**src/rtl/sync_fifo_param.sv**
```systemverilog
// Parametrised single-clock FIFO with occupancy count, almost flags,
// synchronous clear and sticky overflow/underflow error flags.
module sync_fifo_param #(
  parameter int WIDTH    = 8,
  parameter int DEPTH    = 16,
  parameter int AF_LEVEL = DEPTH - 2,
  parameter int AE_LEVEL = 2
) (
  input  logic                     clk,
  input  logic                     rst,
  input  logic                     clr,
  input  logic                     wr,
  input  logic                     rd,
  input  logic [WIDTH-1:0]         din,
  output logic [WIDTH-1:0]         dout,
  output logic                     empty,
  output logic                     full,
  output logic                     almost_empty,
  output logic                     almost_full,
  output logic [$clog2(DEPTH):0]   count,
  output logic                     overflow,
  output logic                     underflow
);

  localparam int AW = $clog2(DEPTH);
  localparam int CW = AW + 1;

  logic [WIDTH-1:0] mem [DEPTH];
  logic [AW-1:0]    wptr;
  logic [AW-1:0]    rptr;
  logic             wr_ok;
  logic             rd_ok;

  // Flags decode the count register only, never the live requests.
  assign empty        = (count == '0);
  assign full         = (count == CW'(DEPTH));
  assign almost_empty = (count <= CW'(AE_LEVEL));
  assign almost_full  = (count >= CW'(AF_LEVEL));

  // A clear cycle swallows both requests, including the memory write.
  assign wr_ok = wr & ~full  & ~clr;
  assign rd_ok = rd & ~empty & ~clr;

  always_ff @(posedge clk) begin
    if (wr_ok) begin
      mem[wptr] <= din;
    end
  end

  always_ff @(posedge clk or posedge rst) begin
    if (rst) begin
      wptr      <= '0;
      rptr      <= '0;
      count     <= '0;
      dout      <= '0;
      overflow  <= 1'b0;
      underflow <= 1'b0;
    end else if (clr) begin
      wptr      <= '0;
      rptr      <= '0;
      count     <= '0;
      overflow  <= 1'b0;
      underflow <= 1'b0;
    end else begin
      if (wr_ok) begin
        wptr <= wptr + AW'(1);
      end
      if (rd_ok) begin
        rptr <= rptr + AW'(1);
        dout <= mem[rptr];
      end
      if (wr_ok && !rd_ok) begin
        count <= count + CW'(1);
      end else if (rd_ok && !wr_ok) begin
        count <= count - CW'(1);
      end
      if (wr && full) begin
        overflow <= 1'b1;
      end
      if (rd && empty) begin
        underflow <= 1'b1;
      end
    end
  end

endmodule
```
**config.mk**
```make
export PLATFORM = sky130hd
export DESIGN_NAME = sync_fifo_param
export DESIGN_NICKNAME = d
export VERILOG_FILES = /design/src/rtl/sync_fifo_param.sv
export SDC_FILE = /design/constraint.sdc
export NUM_CORES = 1
export LEC_CHECK = 0
export ABC_AREA = 1
export BUFFER_PORTS_ARGS = -buffer_cell sky130_fd_sc_hd__buf_2
export CORE_MARGIN = 5
export CORE_UTILIZATION = 55
export CTS_BUF_LIST = sky130_fd_sc_hd__clkbuf_2
export DETAILED_ROUTE_END_ITERATION = 12
export PLACE_DENSITY = 0.75
export SLEW_MARGIN = 10
export SYNTH_ARGS = -nofsm -noshare
export SYNTH_HDL_FRONTEND = slang
export SYNTH_SLANG_ARGS = --single-unit
```
**constraint.sdc**
```tcl
create_clock -name clk -period 5.4 [get_ports clk]
set_input_delay 1.08 -clock clk [delete_from_list [all_inputs] [get_ports clk]]
set_output_delay 1.08 -clock clk [all_outputs]
set_load 0.005 [all_outputs]
```
# --- Yosys cells after proc, flatten, opt, wreduce, memory -nomap -nowiden ---
# Memory sizes are Yosys's and may differ from the RTL's. A register that Yosys moved wholly into a read port is not among the register bits.
# Cells that the tools add are included.
totals:
  register_bits: 15
  wordCells: 46
  n_memories: 1
  inputBits: 13
  ram_bits: 128
  output_inout_bits: 19
memory_table:
  columns: ["name", "words", "width", "rd", "rd_ports_with_merged_regs", "wr", "line_no", "source"]
  rows:
  - ["mem", 16, 8, 1, 1, 1, "28", "logic [WIDTH-1:0] mem [DEPTH];"]
op_classes:
  n_eq_ne: 1
  bitwise_logic: 7
  add_sub_neg: 4
  n_reduce_logical: 13
  magnitude_cmp: 2
  muxes: 13
op_table:
  columns: ["cell", "n"]
  rows:
  - ["4-bit 2-to-1 mux", 4]
  - ["5-bit 2-to-1 mux", 3]
  - ["4-bit by 1-bit adder with 4-bit output, second input constant", 2]
  - ["2-bit nonzero test", 4]
  - ["1-bit 2-to-1 mux", 6]
  - ["5-bit by 1-bit adder with 5-bit output, second input constant", 1]
  - ["5-bit == test, second input constant", 1]
  - ["5-bit by 4-bit greater-or-equal comparator with 1-bit output, second input constant", 1]
  - ["5-bit by 2-bit less-or-equal comparator with 1-bit output, second input constant", 1]
  - ["5-bit zero test", 1]
  - ["5-bit by 1-bit subtractor with 5-bit output, second input constant", 1]
  - ["1-bit bitwise AND", 4]
  - ["1-bit logical AND", 4]
  - ["1-bit inverter", 3]
  - ["3-bit nonzero test", 1]
  - ["1-bit zero test", 2]
  - ["2-bit AND reduction", 1]

# --- Depth between registers and ports, before layout ---
depth:
  word_depth: 9
  mapped_depth: 15
  mapped_depth_nobuf: 15

# --- Worst setup path before layout ---
# Ideal clock, no wire load.
synth_path:
  path_type: "input to register"
  start: "input port clr"
  end: "memory mem[13][0] (enable)"
  required_ns: 5.017
  n_path_buf: 1
  arrival_time_ns: 2.166
  slack_ns: 2.850
  setup_ns: 0.383
  stages: 4
  cell_sequence: "buf_4 inv_2 nand3_2 nor3_1"
synth_via:
  elab_chain_len: 4
synth_rtl:
  columns: ["element", "line_no", "source"]
  rows:
  - ["start: declaration", "11", "input logic clr,"]
  - ["1-bit inverter (no line)", null, null]
  - ["1-bit bitwise AND", "41", "assign wr_ok = wr & ~full & ~clr;"]
  - ["1-bit 2-to-1 mux", "45", "if (wr_ok) begin"]
  - ["1-bit 2-to-1 mux (implied by the code)", "46", "mem[wptr] <= din;"]
  - ["end: declaration", "28", null]
# No other way between the ends.

# --- Final worst setup path ---
layout_path:
  start: "register count[0]"
  end: "output port full"
layout_via:
  elab_chain_len: 1
layout_rtl:
  columns: ["element", "line_no", "source"]
  rows:
  - ["start: declaration", "20", "output logic [$clog2(DEPTH):0] count,"]
  - ["start signal: assignment", "73", "count <= count + CW'(1);"]
  - ["start signal: assignment", "75", "count <= count - CW'(1);"]
  - ["5-bit == test", "36", "assign full = (count == CW'(DEPTH));"]
  - ["end: declaration", "17", "output logic full,"]
# No other way between the ends.

==> results.sh <==
export IMPL_critPathLaunchType="register"
export IMPL_nets=640
export IMPL_r2r_start="rptr[0]"
export IMPL_period_needed_ns=2.89
export IMPL_synth_edf_count=128
export IMPL_area_growth_pct=6.67
export IMPL_clock_sinks=151
export IMPL_min_path_type="in -> async"
export IMPL_cap_violations=0
export IMPL_endpoint_kind="output port"
export IMPL_worstPathMaxFanout=7
export IMPL_ys_ff_latch=151
export IMPL_drt_first_pass_iters=7
export IMPL_wl_um=14500
export IMPL_diodes=0
export IMPL_synth_area_leaders="edfxtp_1 59%, dfrtp_1 8.8%, nand2_1 7.1%, nor2_1 6.2%, nand3_1 4.4%"
export IMPL_use_met3=0.0630
export IMPL_slew_headroom=0.239
export IMPL_leakagePower_nw=2.66
export IMPL_cts_buffers=17
export IMPL_cp_required_ns=4.32
export IMPL_dr_first_iter_drc_count=415
export IMPL_seq_area_frac_synth=0.679
export IMPL_grt_max_degree=68
export IMPL_fmax_mhz=346
export IMPL_postLayoutCellArea_mm2=0.00694
export IMPL_synth_area_per_cell_um2=11.0
export IMPL_n_fill_cell=926
export IMPL_die_h_um=119
export IMPL_synth_common_cells="128 x edfxtp_1, 123 x nand2_1, 107 x nor2_1, 57 x nand3_1, 40 x o21ai_0"
export IMPL_dp_final_hpwl_um=9340
export IMPL_antenna_found_initial=0
export IMPL_status="completed"
export IMPL_cp_data_arrival_time_ns=1.81
export IMPL_io_pins=32
export IMPL_grt_pass1_wl_um=22900
export IMPL_clockBufferDepth=2
export IMPL_slew_violations=0
export IMPL_crit_start="count[0]"
export IMPL_start_util=0.565
export IMPL_fin_crit_sh=0.535
export IMPL_worstMarginPinSlew_ns=1.13
export IMPL_hold_violations=0
export IMPL_gp_congestion=0.865
export IMPL_clkLatencyLatePin_ns=0.71
export IMPL_gr_total_overflow=0
export IMPL_netlist_area_leader_share=0.591
export IMPL_top_usage_layer="met2"
export IMPL_syn_nets=615
export IMPL_via_count=4375
export IMPL_die_w_um=119
export IMPL_routedWlPerCell_um=18.8
export IMPL_track_usage=0.215
export IMPL_rsz0062_at_grt="no"
export IMPL_rows=39
export IMPL_synth_ff_type="edfxtp_1"
export IMPL_ys_warn_count=0
export IMPL_drc=0
export IMPL_post_dp_cell_area_mm2=0.00667
export IMPL_htreeDepth=4
export IMPL_path_class="reg -> out"
export IMPL_ant_nets=0
export IMPL_routed_via_density=5.66
export IMPL_use_met2=0.346
export IMPL_cts_tree="yes"
export IMPL_setup_violations=0
export IMPL_cts_setup_buffers=0
export IMPL_synthArstFlopShare=0.152
export IMPL_tns_ns=0
export IMPL_coreArea_mm2=0.0115
export IMPL_cts_resized=0
export IMPL_timing_clock_skew_ns=0.0312
export IMPL_synth_cells=592
export IMPL_ir_worst_vdd_mv=0.289
export IMPL_design_die_area_mm2=0.0141
export IMPL_drive_above_1_share=0.135
export IMPL_netlist_area_mm2=0.00650
export IMPL_grt_pass1_vias=4242
export IMPL_io_buffers=31
export IMPL_clk_pin_slew_worst_paths_ns=0.22
export IMPL_cts_hold_buf=0
export IMPL_yosys_area_top_type="edfxtp_1"
export IMPL_synth_distinct_cells=27
export IMPL_met1_usage=0.280
export IMPL_root_buffer="clkbuf_2"
export IMPL_power_density_mw_per_mm2=407
export IMPL_yosysMostFrequentCell="edfxtp_1"
==> worst max-delay path, cell delays in order, from the launching register on <==
cell	delay, ns
dfrtp_1	0.52
nor2_2	0.20
nand3_2	0.16
inv_1	0.10
buf_2	0.11
==> cell usage in the layout (no fill, tap or decap), drive strengths merged, types with 4 or more instances in the layout <==
cell / instances
nor2: 110
clkinv: 7
ha: 9
buf: 33
dfrtp: 23
clkinvlp: 5
o21ai: 59
nand2: 129
bufinv: 4
clkbuf: 18
a21oi: 7
inv: 19
edfxtp: 128
nor3: 14
nand3: 61
==> stage by stage <==
stage	instances	setup WS, ns	total power, mW	utilization	hold WS, ns
finish	773	2.51	2.82	0.603	0.501
global route	773	2.36	3.00	0.603	0.518
CTS	773	2.46	2.83	0.603	0.479
detailed placement	741	2.40	2.15	0.579	0.461
global placement	741	2.48	2.13	0.579	0.463
floorplan	592	2.85	1.95	-	0.472
==> path summary, 6_finish.rpt <==
check	to	slack, ns	cells past startpoint
min in group clk	dout[0]	0.51	2
max	full	2.51	4
min reg2reg	dout[0]	0.51	2
min	count[4]	0.50	2
max in group asynchronous	rptr[0]	4.33	2
max reg2reg	dout[1]	2.83	8
==> state kept, by name, summed over array words and instances (netlist names) <==
name	flops
count	5
overflow	1
mem	128
wptr	4
dout	8
rptr	4
underflow	1
==> layout make-up <==
type	count	area [um2]	area share
inverter	21	78.8	0.0114
multi-input combinational	393	1820	0.262
timing repair buffer	33	170	0.0245
tap	143	179	0.0258
sequential	151	4420	0.637
clock inverter	14	183	0.0263
clock buffer	18	90.1	0.0130
==> power by group <==
part	total, mW	internal [mW]	switching (mW)
combinational	0.745	0.245	0.500
clock	0.689	0.300	0.388
sequential	1.39	1.33	0.0579
total	2.82	1.88	0.946
==> cells by family after synthesis <==
| kind of cell | Yosys count | share of synthesized area |
|---|---|---|
| DFF | 151 | 0.679 |
| buffers and inverters | 48 | 0.0412 |
| AOI/OAI and AO/OA | 66 | 0.0514 |
| xor gates and xnor gates | 3 | 0.00404 |
| and+or+nand+nor | 314 | 0.204 |
| adders and majority gates | 10 | 0.0204 |
==> routing by layer <==
metal | share of wire | routed length [um] | up-vias
li1 | - | - | 2077
met1 | 0.42 | 6030 | 2077
met2 | 0.48 | 6980 | 189
met3 | 0.078 | 1130 | 32
met4 | 0.026 | 377 | 0
met5 | 0 | 0 | -
Note: power is estimated with default switching activity, not from simulation.
